## config.mk

```make
export PLATFORM = sky130hd
export DESIGN_NAME = output_requant_fifo_flat
export DESIGN_NICKNAME = d
export VERILOG_FILES = /design/src/rtl/output_requant_fifo_if.sv /design/src/rtl/output_requant_fifo.sv /design/src/flat_wrapper.sv
export SDC_FILE = /design/constraint.sdc
export NUM_CORES = 1
export LEC_CHECK = 0
export CAP_MARGIN = 20
export CORE_ASPECT_RATIO = 0.7
export CORE_UTILIZATION = 35
export CTS_BUF_LIST = sky130_fd_sc_hd__clkbuf_4 sky130_fd_sc_hd__clkbuf_8
export DETAILED_ROUTE_END_ITERATION = 8
export HOLD_SLACK_MARGIN = 0.02
export PLACE_DENSITY = 0.62
export SYNTH_ARGS = -nofsm -noshare
export SYNTH_HDL_FRONTEND = slang
export SYNTH_SLANG_ARGS = --single-unit
```

## constraint.sdc

```tcl
create_clock -name clk -period 6.05 [get_ports clk]
set_input_delay 1.21 -clock clk [delete_from_list [all_inputs] [get_ports clk]]
set_output_delay 1.21 -clock clk [all_outputs]
set_load 0.005 [all_outputs]
```

## src/rtl/output_requant_fifo_if.sv

```systemverilog
// Bundles the accumulator capture side and the drained FIFO side of output_requant_fifo.
// The bench drives through master and the requant FIFO sits on slave.
interface output_requant_fifo_if #(
    parameter int ACCUMULATION_WIDTH = 32,
    parameter int IO_DATA_WIDTH      = 16,
    parameter int FIFO_DEPTH         = 8,
    parameter int FEATURE_MAP_WIDTH  = 1024,
    parameter int FEATURE_MAP_HEIGHT = 1024,
    parameter int OUTPUT_NB_CHANNELS = 64
);
    localparam int X_W   = $clog2(FEATURE_MAP_WIDTH);
    localparam int Y_W   = $clog2(FEATURE_MAP_HEIGHT);
    localparam int C_W   = $clog2(OUTPUT_NB_CHANNELS);
    localparam int CNT_W = $clog2(FIFO_DEPTH + 1);

    logic signed [ACCUMULATION_WIDTH-1:0] in_data;
    logic                                 in_valid;
    logic        [X_W-1:0]                in_x;
    logic        [Y_W-1:0]                in_y;
    logic        [C_W-1:0]                in_ch;
    logic signed [IO_DATA_WIDTH-1:0]      out_data;
    logic        [X_W-1:0]                out_x;
    logic        [Y_W-1:0]                out_y;
    logic        [C_W-1:0]                out_ch;
    logic                                 out_valid;
    logic                                 out_ready;
    logic        [CNT_W-1:0]              count;
    logic                                 overflow;
    logic                                 saturated;
    logic                                 clear_flags;

    modport master (
        output in_data, in_valid, in_x, in_y, in_ch, out_ready, clear_flags,
        input  out_data, out_x, out_y, out_ch, out_valid, count, overflow, saturated
    );

    modport slave (
        input  in_data, in_valid, in_x, in_y, in_ch, out_ready, clear_flags,
        output out_data, out_x, out_y, out_ch, out_valid, count, overflow, saturated
    );
endinterface

```

## src/rtl/output_requant_fifo.sv

```systemverilog
// Requantizes core accumulator words (round, saturate) and buffers them with their
// coordinates in a small FIFO drained by valid/ready; sticky flags report drops and clipping.
module output_requant_fifo #(
    parameter int ACCUMULATION_WIDTH = 32,
    parameter int IO_DATA_WIDTH      = 16,
    parameter int OUTPUT_SHIFT       = 0,
    parameter int FIFO_DEPTH         = 8,
    parameter int FEATURE_MAP_WIDTH  = 1024,
    parameter int FEATURE_MAP_HEIGHT = 1024,
    parameter int OUTPUT_NB_CHANNELS = 64
) (
    input logic                   clk,
    input logic                   arst_n_in,
    output_requant_fifo_if.slave  bus
);
    localparam int X_W     = $clog2(FEATURE_MAP_WIDTH);
    localparam int Y_W     = $clog2(FEATURE_MAP_HEIGHT);
    localparam int C_W     = $clog2(OUTPUT_NB_CHANNELS);
    localparam int PTR_W   = $clog2(FIFO_DEPTH);
    localparam int CNT_W   = $clog2(FIFO_DEPTH + 1);
    localparam int EXT_W   = ACCUMULATION_WIDTH + 1;
    localparam int ENTRY_W = IO_DATA_WIDTH + X_W + Y_W + C_W;

    // Saturation bounds expressed at the extended arithmetic width.
    localparam logic signed [EXT_W-1:0] SAT_MAX =
        {{(EXT_W-IO_DATA_WIDTH+1){1'b0}}, {(IO_DATA_WIDTH-1){1'b1}}};
    localparam logic signed [EXT_W-1:0] SAT_MIN =
        {{(EXT_W-IO_DATA_WIDTH+1){1'b1}}, {(IO_DATA_WIDTH-1){1'b0}}};

    logic signed [EXT_W-1:0]         ext_data;
    logic signed [EXT_W-1:0]         shifted;
    logic        [IO_DATA_WIDTH-1:0] requant_word;
    logic                            requant_sat;

    assign ext_data = {bus.in_data[ACCUMULATION_WIDTH-1], bus.in_data};

    generate
        if (OUTPUT_SHIFT > 0) begin : g_round
            // Adding half an LSB before the arithmetic shift rounds half toward +inf.
            localparam logic signed [EXT_W-1:0] HALF =
                {{(EXT_W-1){1'b0}}, 1'b1} << (OUTPUT_SHIFT - 1);
            assign shifted = (ext_data + HALF) >>> OUTPUT_SHIFT;
        end else begin : g_pass
            assign shifted = ext_data;
        end
    endgenerate

    always_comb begin
        requant_word = shifted[IO_DATA_WIDTH-1:0];
        requant_sat  = 1'b0;
        if (shifted > SAT_MAX) begin
            requant_word = SAT_MAX[IO_DATA_WIDTH-1:0];
            requant_sat  = 1'b1;
        end else if (shifted < SAT_MIN) begin
            requant_word = SAT_MIN[IO_DATA_WIDTH-1:0];
            requant_sat  = 1'b1;
        end
    end

    logic                     r_valid_reg;
    logic                     r_sat_reg;
    logic [ENTRY_W-1:0]       r_entry_reg;

    always_ff @(posedge clk or negedge arst_n_in) begin
        if (!arst_n_in) begin
            r_valid_reg <= 1'b0;
            r_sat_reg   <= 1'b0;
            r_entry_reg <= '0;
        end else begin
            r_valid_reg <= bus.in_valid;
            if (bus.in_valid) begin
                r_sat_reg   <= requant_sat;
                r_entry_reg <= {requant_word, bus.in_x, bus.in_y, bus.in_ch};
            end
        end
    end

    logic [ENTRY_W-1:0] fifo_mem [FIFO_DEPTH];
    logic [PTR_W-1:0]   wr_ptr_reg;
    logic [PTR_W-1:0]   rd_ptr_reg;
    logic [CNT_W-1:0]   count_reg;
    logic               overflow_reg;
    logic               saturated_reg;
    logic               fifo_full;
    logic               fifo_nonempty;
    logic               push;
    logic               pop;
    logic               drop;

    assign fifo_full     = (count_reg == CNT_W'(FIFO_DEPTH));
    assign fifo_nonempty = (count_reg != '0);
    assign pop           = fifo_nonempty && bus.out_ready;
    // A pop on the same edge frees the slot, so a full FIFO still accepts.
    assign push          = r_valid_reg && (!fifo_full || pop);
    assign drop          = r_valid_reg && fifo_full && !pop;

    always_ff @(posedge clk) begin
        if (push) begin
            fifo_mem[wr_ptr_reg] <= r_entry_reg;
        end
    end

    always_ff @(posedge clk or negedge arst_n_in) begin
        if (!arst_n_in) begin
            wr_ptr_reg    <= '0;
            rd_ptr_reg    <= '0;
            count_reg     <= '0;
            overflow_reg  <= 1'b0;
            saturated_reg <= 1'b0;
        end else begin
            if (push) wr_ptr_reg <= wr_ptr_reg + PTR_W'(1);
            if (pop)  rd_ptr_reg <= rd_ptr_reg + PTR_W'(1);
            case ({push, pop})
                2'b10:   count_reg <= count_reg + CNT_W'(1);
                2'b01:   count_reg <= count_reg - CNT_W'(1);
                default: count_reg <= count_reg;
            endcase
            if (drop)                 overflow_reg <= 1'b1;
            else if (bus.clear_flags) overflow_reg <= 1'b0;
            if (push && r_sat_reg)    saturated_reg <= 1'b1;
            else if (bus.clear_flags) saturated_reg <= 1'b0;
        end
    end

    logic [ENTRY_W-1:0] head_entry;

    // Head is forced to zero when empty so the outputs read 0 straight out of reset.
    assign head_entry = fifo_nonempty ? fifo_mem[rd_ptr_reg] : '0;
    assign {bus.out_data, bus.out_x, bus.out_y, bus.out_ch} = head_entry;
    assign bus.out_valid = fifo_nonempty;
    assign bus.count     = count_reg;
    assign bus.overflow  = overflow_reg;
    assign bus.saturated = saturated_reg;
endmodule

```

## src/flat_wrapper.sv

```systemverilog
// flat-port wrapper written by rule: the top's interface ports become plain ports
module output_requant_fifo_flat 
#(
    parameter int ACCUMULATION_WIDTH = 32,
    parameter int IO_DATA_WIDTH      = 16,
    parameter int OUTPUT_SHIFT       = 0,
    parameter int FIFO_DEPTH         = 8,
    parameter int FEATURE_MAP_WIDTH  = 1024,
    parameter int FEATURE_MAP_HEIGHT = 1024,
    parameter int OUTPUT_NB_CHANNELS = 64
)
  (clk, arst_n_in, bus_in_data, bus_in_valid, bus_in_x, bus_in_y, bus_in_ch, bus_out_ready, bus_clear_flags, bus_out_data, bus_out_x, bus_out_y, bus_out_ch, bus_out_valid, bus_count, bus_overflow, bus_saturated);
  output_requant_fifo_if #(.ACCUMULATION_WIDTH(ACCUMULATION_WIDTH), .IO_DATA_WIDTH(IO_DATA_WIDTH), .FIFO_DEPTH(FIFO_DEPTH), .FEATURE_MAP_WIDTH(FEATURE_MAP_WIDTH), .FEATURE_MAP_HEIGHT(FEATURE_MAP_HEIGHT), .OUTPUT_NB_CHANNELS(OUTPUT_NB_CHANNELS)) bus_i ();
  input logic clk;
  input logic arst_n_in;
  input wire logic [$bits(bus_i.in_data)-1:0] bus_in_data;
  input wire logic [$bits(bus_i.in_valid)-1:0] bus_in_valid;
  input wire logic [$bits(bus_i.in_x)-1:0] bus_in_x;
  input wire logic [$bits(bus_i.in_y)-1:0] bus_in_y;
  input wire logic [$bits(bus_i.in_ch)-1:0] bus_in_ch;
  input wire logic [$bits(bus_i.out_ready)-1:0] bus_out_ready;
  input wire logic [$bits(bus_i.clear_flags)-1:0] bus_clear_flags;
  output wire logic [$bits(bus_i.out_data)-1:0] bus_out_data;
  output wire logic [$bits(bus_i.out_x)-1:0] bus_out_x;
  output wire logic [$bits(bus_i.out_y)-1:0] bus_out_y;
  output wire logic [$bits(bus_i.out_ch)-1:0] bus_out_ch;
  output wire logic [$bits(bus_i.out_valid)-1:0] bus_out_valid;
  output wire logic [$bits(bus_i.count)-1:0] bus_count;
  output wire logic [$bits(bus_i.overflow)-1:0] bus_overflow;
  output wire logic [$bits(bus_i.saturated)-1:0] bus_saturated;
  assign bus_i.in_data = bus_in_data;
  assign bus_i.in_valid = bus_in_valid;
  assign bus_i.in_x = bus_in_x;
  assign bus_i.in_y = bus_in_y;
  assign bus_i.in_ch = bus_in_ch;
  assign bus_i.out_ready = bus_out_ready;
  assign bus_i.clear_flags = bus_clear_flags;
  assign bus_out_data = bus_i.out_data;
  assign bus_out_x = bus_i.out_x;
  assign bus_out_y = bus_i.out_y;
  assign bus_out_ch = bus_i.out_ch;
  assign bus_out_valid = bus_i.out_valid;
  assign bus_count = bus_i.count;
  assign bus_overflow = bus_i.overflow;
  assign bus_saturated = bus_i.saturated;
  output_requant_fifo #(.ACCUMULATION_WIDTH(ACCUMULATION_WIDTH), .IO_DATA_WIDTH(IO_DATA_WIDTH), .OUTPUT_SHIFT(OUTPUT_SHIFT), .FIFO_DEPTH(FIFO_DEPTH), .FEATURE_MAP_WIDTH(FEATURE_MAP_WIDTH), .FEATURE_MAP_HEIGHT(FEATURE_MAP_HEIGHT), .OUTPUT_NB_CHANNELS(OUTPUT_NB_CHANNELS)) u_core (.clk(clk), .arst_n_in(arst_n_in), .bus(bus_i));
endmodule
```

Word-level counts from Yosys, hierarchy flattened
Memories as Yosys holds them, arrays and structs flattened.
Cells that the tools add are included.
{"block": "totals", "ff_bits": 56, "word_cells": 41, "mem_bits_rw": 336, "input_bits": 63, "mem_count": 1, "output_inout_bits": 49}
{"memory": "u_core.fifo_mem", "words": 8, "word_bits": 42, "read_ports": 1, "rd_clocked_by_memory_dff": 0, "write_ports": 1, "line_no": "output_requant_fifo.sv:78", "source": "logic [ENTRY_W-1:0] fifo_mem [FIFO_DEPTH];"}
{"block": "classes", "mux": 11, "eq_ne": 3, "n_reduce_logical": 12, "n_lt_le_gt_ge": 2, "addsub": 4}
{"op": "42-bit 2-to-1 mux", "count": 1}
{"op": "32-bit by 16-bit > comparator with 1-bit output, second input constant", "count": 1}
{"op": "32-bit by 16-bit less-than comparator with 1-bit output, second input constant", "count": 1}
{"op": "16-bit 2-to-1 mux", "count": 2}
{"op": "4-bit one-hot mux with 2 select lines", "count": 1}
{"op": "1-bit 2-to-1 mux", "count": 7}
{"op": "3-bit by 1-bit adder with 3-bit output, second input constant", "count": 2}
{"op": "2-bit nonzero test", "count": 3}
{"op": "1-bit logical AND", "count": 5}
{"op": "4-bit by 1-bit adder with 4-bit output, second input constant", "count": 1}
{"op": "4-bit equality test, second input constant", "count": 1}
{"op": "4-bit nonzero test", "count": 1}
{"op": "4-bit by 1-bit subtractor with 4-bit output, second input constant", "count": 1}
{"op": "2-bit by 1-bit equality test with 1-bit output, second input constant", "count": 1}
{"op": "2-bit equality test, second input constant", "count": 1}
{"op": "1-bit zero test", "count": 2}
{"op": "1-bit logical OR", "count": 1}

Logic depth before layout (Yosys ltp)
Gate-level depths: netlist (run 1).
{"block": "logic_depth", "ltp_word": 6, "depth_mapped": 11, "depth_no_buf": 9}

Worst setup path after synthesis (run 1)
Ideal clock, no wire load.
{"block": "synth_path", "kind": "input port to flip-flop", "startpoint": "input bus_out_ready", "endpoint": "memory u_core.fifo_mem[0][0] in the netlist's numbering (enable)", "setup_ns": 0.546, "n_path_buf": 0, "stages": 3, "slack_ns": 0.020, "arrival_time_ns": 5.484, "cell_sequence": "nand2b_1 > o41ai_4 > nor4_1"}
{"block": "synth_between", "elab_chain_len": 5}
{"item": "from (decl)", "line_no": "flat_wrapper.sv:21", "source": "input wire logic [$bits(bus_i.out_ready)-1:0] bus_out_ready;"}
{"item": "1-bit logical AND", "line_no": "output_requant_fifo.sv:92", "source": "assign pop = fifo_nonempty && bus.out_ready;"}
{"item": "1-bit logical OR", "line_no": "output_requant_fifo.sv:94", "source": "assign push = r_valid_reg && (!fifo_full || pop);"}
{"item": "1-bit logical AND", "line_no": "output_requant_fifo.sv:94"}
{"item": "1-bit 2-to-1 mux", "line_no": "output_requant_fifo.sv:98", "source": "if (push) begin"}
{"item": "1-bit 2-to-1 mux (not written as such)", "line_no": "output_requant_fifo.sv:99", "source": "fifo_mem[wr_ptr_reg] <= r_entry_reg;"}
{"item": "to (decl)", "line_no": "output_requant_fifo.sv:78"}
Every way passes these cells.

Worst setup path in the final report (run 1)
{"block": "layout_path", "startpoint": "register u_core.rd_ptr_reg[0]", "endpoint": "output bus_out_y[5]"}
{"block": "layout_between", "elab_chain_len": 2}
{"item": "from (decl)", "line_no": "output_requant_fifo.sv:80", "source": "logic [PTR_W-1:0] rd_ptr_reg;"}
{"item": "from (signal assigned)", "line_no": "output_requant_fifo.sv:112", "source": "if (pop) rd_ptr_reg <= rd_ptr_reg + PTR_W'(1);"}
{"item": "memory read 8 x 42 bit"}
{"item": "42-bit 2-to-1 mux", "line_no": "output_requant_fifo.sv:128", "source": "assign head_entry = fifo_nonempty ? fifo_mem[rd_ptr_reg] : '0;"}
{"item": "to (decl)", "line_no": "flat_wrapper.sv:25", "source": "output wire logic [$bits(bus_i.out_y)-1:0] bus_out_y;"}
Every way passes these cells.

==> results by group, run 1 <==
Status
  – Status: finished clean

Timing
  – Worst-case clock skew: 0.0355 ns
  – Fin crit share: 0.771
  – Max transition margin: 0.316
  – Final hold viol count: 0
  – Setup-failing EPs final: 0
  – Sum Neg Setup Slack: 0 ns
  – Fin crit period: 4.67 ns
  – Max Freq: 0.214 GHz
  – Worst-Margin Slew: 1.03 ns
  – RSZ-0062 raised after global routing: no
  – Max-slew violation count: 0

Pwr
  – Worst vdd ir: 0.310 mV
  – Power share of the clock group: 0.258
  – Seq pwr share: 0.459
  – Combinational power share: 0.283
  – Int Pwr: 0.00599 W
  – Switching power total: 0.00248 W
  – Power Dens Cells: 464 mW/mm2
  – Leak Pwr: 6.16 nW
  – Switching Share: 0.292

Logic synthesis
  – Flops & latches, synth: 392
  – Post-Synthesis Cells: 748
  – Post-synth net total: 817
  – Yosys warns: 0
  – Post-synthesis async set-or-reset flop share: 0.143
  – Cell variety after synth: 40
  – Post-synth EDFFs: 336
  – Synth top area cells: edfxtp_1 (66%), mux4_2 (12%), dfrtp_1 (9.2%)
  – Main synth FF type: edfxtp_1
  – Mapped cell area: 0.0152 mm2
  – Post-synthesis sequential area ratio: 0.754
  – Avg Inst Size Synth: 20.4 um2
  – Count leader, synth: edfxtp_1
  – Largest area contributor in the netlist: edfxtp_1
  – Commonest cells post-synth: edfxtp_1 (336), mux4_2 (84), dfrtp_1 (56)
  – Area share of the largest cell type after synthesis: 0.662

Critical path
  – Worst setup EP type: output pin
  – Critical path peak fanout: 48
  – Startpoint class of the critical path: flip-flop
  – Worst Path Required: 4.84 ns
  – CP arrival: 3.46 ns
  – Critical path class: reg2out

Die
  – Initial Util: 0.357
  – Std cell rows: 63
  – Core area: 0.0426 mm2
  – I/O pins: 112
  – Die ar.: 0.0444 mm2
  – Die width: 251 um
  – Chip Height: 177 um

GRT
  – Largest net degree at the start of global routing: 67
  – Total track usage: 0.148
  – First-pass GRT wire length: 48700 um
  – Grt ovf: 0
  – Initial antenna violation count: 0
  – Vias in the first global route: 7909

Final layout
  – Max reg flops: 336
  – Fraction of layout instances using a drive strength above 1: 0.257
  – Final instance count without filler cells: 1529
  – Area Growth Syn to Fin: 19.9%
  – Final layout net count: 965
  – Diodes inserted: 0

Place
  – Hpwl dp: 17500 um
  – IO Port Bufs: 111
  – RD Place Congestion: 0.710
  – Post-Place Cells: 1422

Clock tree
  – H-tree depth: 2
  – CTS Root Cell: clkbuf_8
  – TritonCTS Buffers: 57
  – Clock Latency Late Sink: 0.62 ns
  – Post-CTS resize count: 0
  – Setup bufs post-CTS: 0
  – Hold-fix buffers, CTS: 0
  – Clock Pin Slew Worst Setup and Hold Paths: 0.06 ns
  – Clock Sinks: 392
  – CTS Buffer Depth: 3
  – TritonCTS clock tree: done

Min path
  – Hold Crit Class: reg2reg

Run
  – Max-cap check violation count: 0

Detailed routing
  – DR DRC count: 0
  – Vias/cell: 4.82
  – Wire per inst: 20.9 um
  – Vias: 7372
  – Initial DRC count: 505
  – Drt first pass iters: 4
  – Antenna Nets Post-Route: 0
  – Total wire length: 31900 um
## cell usage in the layout (no fill, tap or decap), drive strengths merged, types with 6 or more instances in the layout
cell,count
clkbuf,86
mux2,28
buf,19
clkdlybuf4s50,109
nand2,21
nor4,7
nand3,30
edfxtp,336
mux4,84
nor3,6
mux2i,42
nor2,46
inv,11
dfrtp,56
clkinv,16
## through the flow
stage               hold WS [ns]  total power [W]  utilization  cell area [um2]  setup slack, ns
floorplan                  0.467          0.00523            -            15200           0.0204
global placement           0.498          0.00638        0.400            17100             1.85
detailed placement         0.496          0.00642        0.400            17100             1.74
CTS                        0.510          0.00863        0.428            18300             1.25
global route               0.564          0.00892        0.428            18300             1.12
finish                     0.505          0.00847        0.428            18300             1.38
## power groups by stage
stage	Clock, W	Sequential (W)	Combinational (W)
2_1_floorplan	0	0.00361	0.00162
3_3_place_gp	0	0.00394	0.00244
3_5_place_dp	0	0.00396	0.00246
4_1_cts	0.00225	0.00391	0.00247
5_1_grt	0.00237	0.00396	0.00260
6_report	0.00219	0.00389	0.00240
## path summary, 6_finish.rpt
kind	start	end	slack (ns)	depth (start not counted)
max	u_core.rd_ptr_reg[0]	bus_out_y[5]	1.38	5
min	u_core.r_sat_reg	u_core.r_sat_reg	0.51	2
max reg2reg	u_core.bus.count[3]	u_core.bus.count[3]	2.93	10
min reg2reg	u_core.r_sat_reg	u_core.r_sat_reg	0.51	2
max in group asynchronous	arst_n_in	u_core.rd_ptr_reg[2]	4.68	1
min in group asynchronous	arst_n_in	u_core.bus.count[2]	0.71	1
## cell type report
| class | instances | area, um2 |
|---|---|---|
| Sequential cell | 392 | 11500 |
| Timing Repair Buffer | 128 | 1240 |
| Tap cell | 585 | 732 |
| Inverter | 12 | 45.0 |
| Fill cell | 3712 | 24400 |
| Multi-Input combinational cell | 305 | 3540 |
| Clock inverter | 21 | 154 |
| Clock buffer | 86 | 1050 |
## kinds of logic after synthesis
| kind of cell | share of synthesized area |
|---|---|
| compound gates | 0.00772 |
| xor+xnor | 0.00345 |
| fa+ha+maj | 0.00542 |
| buf+inv | 0.0170 |
| flops | 0.754 |
| mux | 0.173 |
| simple gates | 0.0397 |
## critical path, cell delays in order, from the launching register on
cell,delay [ns]
dfrtp_4,1.10
buf_4,0.44
mux4_2,0.55
mux2i_1,0.16
nor2_1,0.09
clkdlybuf4s50_1,0.49
## per-layer routing
| metal | up-vias | GRT usage | share of wire |
|---|---|---|---|
| li1 | 3315 | - | - |
| met1 | 3842 | 0.212 | 0.48 |
| met2 | 167 | 0.232 | 0.46 |
| met3 | 48 | 0.0295 | 0.041 |
| met4 | 0 | 0.0407 | 0.014 |
| met5 | - | 0 | 0 |
No activity file was read; power rests on OpenSTA's default activity.
==> inputs of run 2 (changes only) <==
Clock period 6.05 ns to 4.7 ns, I/O delays scaled along.
==> results by group, run 2 (same netlist as run 1, synthesis figures left out) <==
Status
  – Status: finished clean

Timing
  – Max-slew violation count: 0
  – Final hold viol count: 0
  – Hold_ws: 0.453 ns
  – Worst-Margin Slew: 0.937 ns
  – Setup-failing EPs final: 0
  – Sum Neg Setup Slack: 0 ns
  – Worst-case clock skew: 0.0201 ns
  – Max Freq: 0.248 GHz
  – RSZ-0062 raised after global routing: no
  – Fin crit period: 4.02 ns
  – Max transition margin: 0.376
  – Fin crit share: 0.856

Die
  – Die ar.: 0.0444 mm2
  – Initial Util: 0.357
  – Chip Height: 177 um
  – Std cell rows: 63
  – Core area: 0.0426 mm2
  – Die width: 251 um
  – I/O pins: 112

Clock tree
  – H-tree depth: 2
  – Setup bufs post-CTS: 0
  – TritonCTS Buffers: 58
  – Hold-fix buffers, CTS: 0
  – Post-CTS resize count: 0
  – TritonCTS clock tree: done
  – Clock Latency Late Sink: 0.61 ns
  – Clock Sinks: 392
  – Clock Pin Slew Worst Setup and Hold Paths: 0.06 ns
  – CTS Root Cell: clkbuf_8
  – CTS Buffer Depth: 3

GRT
  – Total track usage: 0.146
  – Largest net degree at the start of global routing: 57
  – Initial antenna violation count: 0
  – Vias in the first global route: 7957
  – First-pass GRT wire length: 48300 um
  – Grt ovf: 0

Final layout
  – Most frequent cells in the layout: edfxtp_1 (336), clkdlybuf4s50_1 (109), mux4_2 (84), clkbuf_8 (59), dfrtp_1 (53)
  – Fill cell count: 3742
  – Diodes inserted: 0
  – Area Growth Syn to Fin: 20.0%
  – Fraction of layout instances using a drive strength above 1: 0.254
  – Final layout net count: 968
  – Most common cell after layout, fill and taps aside: edfxtp_1
  – Max reg flops: 336
  – Final instance count without filler cells: 1534

Pwr
  – Combinational power share: 0.297
  – Power Dens Cells: 596 mW/mm2
  – Switching power total: 0.00322 W
  – Leak Pwr: 6.18 nW
  – Switching Share: 0.296
  – Power share of the clock group: 0.255
  – Worst vdd ir: 0.263 mV
  – Seq pwr share: 0.449
  – Int Pwr: 0.00768 W

Detailed routing
  – Vias/cell: 4.80
  – Total wire length: 31300 um
  – Antenna Nets Post-Route: 0
  – Initial DRC count: 397
  – Vias: 7362
  – Drt first pass iters: 4
  – DR DRC count: 0
  – Wire per inst: 20.4 um

Place
  – Hpwl dp: 17700 um
  – IO Port Bufs: 111
  – RD Place Congestion: 0.741
  – Post-Place Cells: 1423

Min path
  – Hold Crit Class: in2async

Critical path
  – CP arrival: 3.08 ns
  – Worst setup EP type: output pin
  – Critical path class: reg2out
  – Critical path peak fanout: 38
  – Startpoint class of the critical path: flip-flop
  – Worst Path Required: 3.76 ns

Run
  – Max-cap check violation count: 0
## run 2: cell types whose count changed in the layout (fill, tap and decap cells not counted)
| cell | change |
|---|---|
| clkinv_1 | +7 |
| bufinv_16 | +1 |
| clkbuf_4 | -3 |
| clkinv_2 | +5 |
| nor4_2 | -1 |
| nor4_4 | +1 |
| nor3_2 | -1 |
| buf_6 | +1 |
| clkinvlp_4 | -3 |
| inv_8 | +1 |
| buf_4 | +1 |
| nor3_4 | +1 |
| clkbuf_8 | -6 |
| clkinv_8 | +1 |
## run 2: cell type report
class | instances | area [um2] | share of cell area
Inverter | 12 | 45.0 | 0.00246
Timing Repair Buffer | 130 | 1260 | 0.0691
Sequential cell | 392 | 11500 | 0.629
Clock inverter | 33 | 240 | 0.0131
Multi-Input combinational cell | 305 | 3550 | 0.194
Tap cell | 585 | 732 | 0.0400
Clock buffer | 77 | 947 | 0.0518
## run 2: layer usage
metal | global-route usage | wire length (um) | up-vias
li1 | - | - | 3320
met1 | 0.214 | 15300 | 3824
met2 | 0.222 | 14000 | 172
met3 | 0.0301 | 1490 | 46
met4 | 0.0363 | 491 | 0
met5 | 0 | 0 | -
## run 2: power groups by stage
stage	combinational [W]	clock [W]	sequential, W
after floorplan	0.00209	0	0.00464
after global routing	0.00352	0.00302	0.00497
after detailed placement	0.00332	0	0.00498
final	0.00323	0.00278	0.00489
after global placement	0.00330	0	0.00495
after CTS	0.00333	0.00287	0.00491
## run 2: worst paths after layout
path	from	to	slack, ns	cells past startpoint
setup / recovery	u_core.rd_ptr_reg[1]	bus_out_x[3]	0.68	5
hold / removal	arst_n_in	u_core.r_entry_reg[26]	0.45	1
setup reg to reg	u_core.bus.count[2]	u_core.bus.count[3]	1.74	9
hold reg to reg	u_core.r_sat_reg	u_core.r_sat_reg	0.54	2
max in group asynchronous	arst_n_in	u_core.rd_ptr_reg[2]	3.59	1
min in group clk	u_core.r_sat_reg	u_core.r_sat_reg	0.54	2
## run 2: critical path: stages (launching register included)
cell and delay [ns]:
dfrtp_4 0.81, buf_4 0.37, mux4_2 0.35, mux2i_1 0.37, nor2_1 0.10, clkdlybuf4s50_1 0.47
## run 2: through the flow
step                      utilization  setup WS, ns  power (W)  instance area, um2
after floorplan                     -        0.0535    0.00673               15300
final                           0.429         0.676     0.0109               18300
after CTS                       0.428         0.586     0.0111               18300
after global placement          0.401         0.954    0.00824               17100
after global routing            0.429         0.489     0.0115               18300
after detailed placement        0.401         0.905    0.00829               17100
==> inputs of run 3 (changes only) <==
Settings changed: ABC_AREA set to 1.
==> results by group, run 3 <==
Status
  – Status: finished clean

Critical path
  – Worst Path Required: 3.76 ns
  – Critical path class: reg2out
  – CP Launch Point: u_core.rd_ptr_reg[0]
  – Worst setup EP type: output pin
  – Startpoint class of the critical path: flip-flop
  – R2r startpoint: u_core.bus.count[0]
  – CP arrival: 3.05 ns
  – Critical path peak fanout: 64

Min path
  – Hold Crit Class: in2async

Clock tree
  – Clock Latency Late Sink: 0.62 ns
  – TritonCTS Buffers: 57
  – Clock Sinks: 392
  – Clock Pin Slew Worst Setup and Hold Paths: 0.06 ns
  – Setup bufs post-CTS: 0
  – TritonCTS clock tree: done
  – Hold-fix buffers, CTS: 0
  – CTS Buffer Depth: 3
  – CTS Root Cell: clkbuf_8
  – Post-CTS resize count: 0
  – H-tree depth: 2

Logic synthesis
  – Post-synth EDFFs: 336
  – Post-Synthesis Cells: 1285
  – Cell variety after synth: 28
  – Post-synthesis async set-or-reset flop share: 0.143
  – Yosys warns: 0
  – Post-synthesis sequential area ratio: 0.734
  – Synth top area cells: edfxtp_1 (64%), dfrtp_1 (8.9%), nor2_1 (7.7%)
  – Count leader, synth: edfxtp_1
  – Mapped cell area: 0.0157 mm2
  – Commonest cells post-synth: edfxtp_1 (336), nor2_1 (320), nand2_1 (169)
  – Area share of the largest cell type after synthesis: 0.644
  – Post-synth net total: 1354
  – Flops & latches, synth: 392
  – Avg Inst Size Synth: 12.2 um2
  – Largest area contributor in the netlist: edfxtp_1
  – Main synth FF type: edfxtp_1

Die
  – Chip Height: 179 um
  – Die ar.: 0.0456 mm2
  – Std cell rows: 64
  – Die width: 255 um
  – Initial Util: 0.357
  – I/O pins: 112
  – Core area: 0.0439 mm2

GRT
  – First-pass GRT wire length: 56300 um
  – Initial antenna violation count: 0
  – Largest net degree at the start of global routing: 170
  – Grt ovf: 0
  – Total track usage: 0.163
  – Vias in the first global route: 9784

Timing
  – RSZ-0062 raised after global routing: no
  – Fin crit period: 3.99 ns
  – Setup-failing EPs final: 0
  – Final hold viol count: 0
  – Max-slew violation count: 0
  – Sum Neg Setup Slack: 0 ns
  – Max transition margin: 0.379
  – Fin crit share: 0.849
  – Worst-case clock skew: 0.0291 ns
  – Final Worst Setup Slack: 0.710 ns
  – Hold_ws: 0.465 ns
  – Worst-Margin Slew: 0.931 ns
  – Max Freq: 0.251 GHz

Pwr
  – Leak Pwr: 6.54 nW
  – Power Dens Cells: 618 mW/mm2
  – Power share of the clock group: 0.246
  – Combinational power share: 0.351
  – Switching power total: 0.00393 W
  – Switching Share: 0.343
  – Int Pwr: 0.00753 W
  – Worst vdd ir: 0.399 mV
  – Seq pwr share: 0.403

Place
  – Hpwl dp: 18500 um
  – RD Place Congestion: 0.708
  – IO Port Bufs: 111
  – Setup WS pre-CTS: 1.22 ns

Final layout
  – Max reg flops: 336
  – Register area: 0.0115 mm2
  – Fill cell count: 4134
  – Area of the multi-input gates: 0.00369 mm2
  – Diodes inserted: 0
  – Most common cell after layout, fill and taps aside: edfxtp_1
  – Final layout net count: 1465
  – Fraction of layout instances using a drive strength above 1: 0.0963
  – Area Growth Syn to Fin: 18.3%
  – Most frequent cells in the layout: edfxtp_1 (336), nor2_1 (320), nand2_1 (168), o21ai_0 (134), clkdlybuf4s50_1 (109)

Detailed routing
  – Drt first pass iters: 5
  – Vias: 9966
  – DR DRC count: 0
  – Wire per inst: 18.1 um
  – Vias/cell: 4.89
  – Initial DRC count: 794
  – Antenna Nets Post-Route: 0
  – Total wire length: 36800 um

Run
  – Max-cap check violation count: 0
run 3: changes by cell type in the layout (fill, tap and decap cells not counted), sizes merged, moves of 28 or more:
cell / before / now
o211ai: 1 / 43
mux4: 84 / 0
nor2: 46 / 320
mux2i: 42 / 0
o22ai: 1 / 43
mux2: 28 / 0
o21ai: 5 / 176
nand2: 21 / 169
run 3: cells by family after synthesis:
family / Yosys count / share of synthesized area
AOI/OAI and AO/OA: 276 / 0.0995
DFF: 392 / 0.734
buffers and inverters: 93 / 0.0333
adders and majority gates: 6 / 0.00527
xor gates and xnor gates: 6 / 0.00336
and+or+nand+nor: 512 / 0.125
run 3: layout make-up:
class,instances,area share
Timing Repair Buffer,130,0.0711
Tap cell,594,0.0401
Multi-Input combinational cell,800,0.199
Clock inverter,11,0.00263
Clock buffer,96,0.0629
Sequential cell,392,0.621
Inverter,15,0.00317
run 3: power groups by stage:
| stage | Sequential [W] | Clock (W) | Combinational (W) |
|---|---|---|---|
| after floorplan | 0.00461 | 0 | 0.00242 |
| after global placement | 0.00478 | 0 | 0.00391 |
| after detailed placement | 0.00479 | 0 | 0.00396 |
| after CTS | 0.00472 | 0.00289 | 0.00398 |
| after global routing | 0.00466 | 0.00304 | 0.00450 |
| final | 0.00461 | 0.00282 | 0.00402 |
run 3: routing by layer:
layer | wire (um) | GRT usage | vias up
li1 | - | - | 4779
met1 | 16900 | 0.220 | 4847
met2 | 17300 | 0.266 | 292
met3 | 2170 | 0.0331 | 48
met4 | 554 | 0.0442 | 0
met5 | 0 | 0 | -
run 3: worst max-delay path, stage by stage, from the launching register on:
cell and delay (ns):
dfrtp_4 0.50, inv_4 0.40, buf_12 0.34, o21ai_0 0.12, o22ai_1 0.16, nor2_1 0.05
nor2_1 0.28, clkdlybuf4s50_1 0.57
run 3: final timing paths:
check	to	slack (ns)	cells after the start
setup / recovery	bus_out_y[6]	0.71	7
hold / removal	u_core.r_entry_reg[31]	0.47	1
setup reg to reg	u_core.bus.count[3]	1.79	12
hold reg to reg	u_core.bus.saturated	0.54	2
max in group asynchronous	u_core.rd_ptr_reg[2]	3.51	1
min in group clk	u_core.bus.saturated	0.54	2
run 3: metrics by stage:
| stage | utilization | total power [W] | cell area (um2) | cells |
|---|---|---|---|---|
| 6_report | 0.422 | 0.0115 | 18500 | 2038 |
| 5_1_grt | 0.422 | 0.0122 | 18500 | 2038 |
| 4_1_cts | 0.422 | 0.0116 | 18500 | 2037 |
| 3_5_place_dp | 0.394 | 0.00875 | 17300 | 1930 |
| 3_3_place_gp | 0.394 | 0.00869 | 17300 | 1930 |
| 2_1_floorplan | - | 0.00704 | 15700 | 1285 |
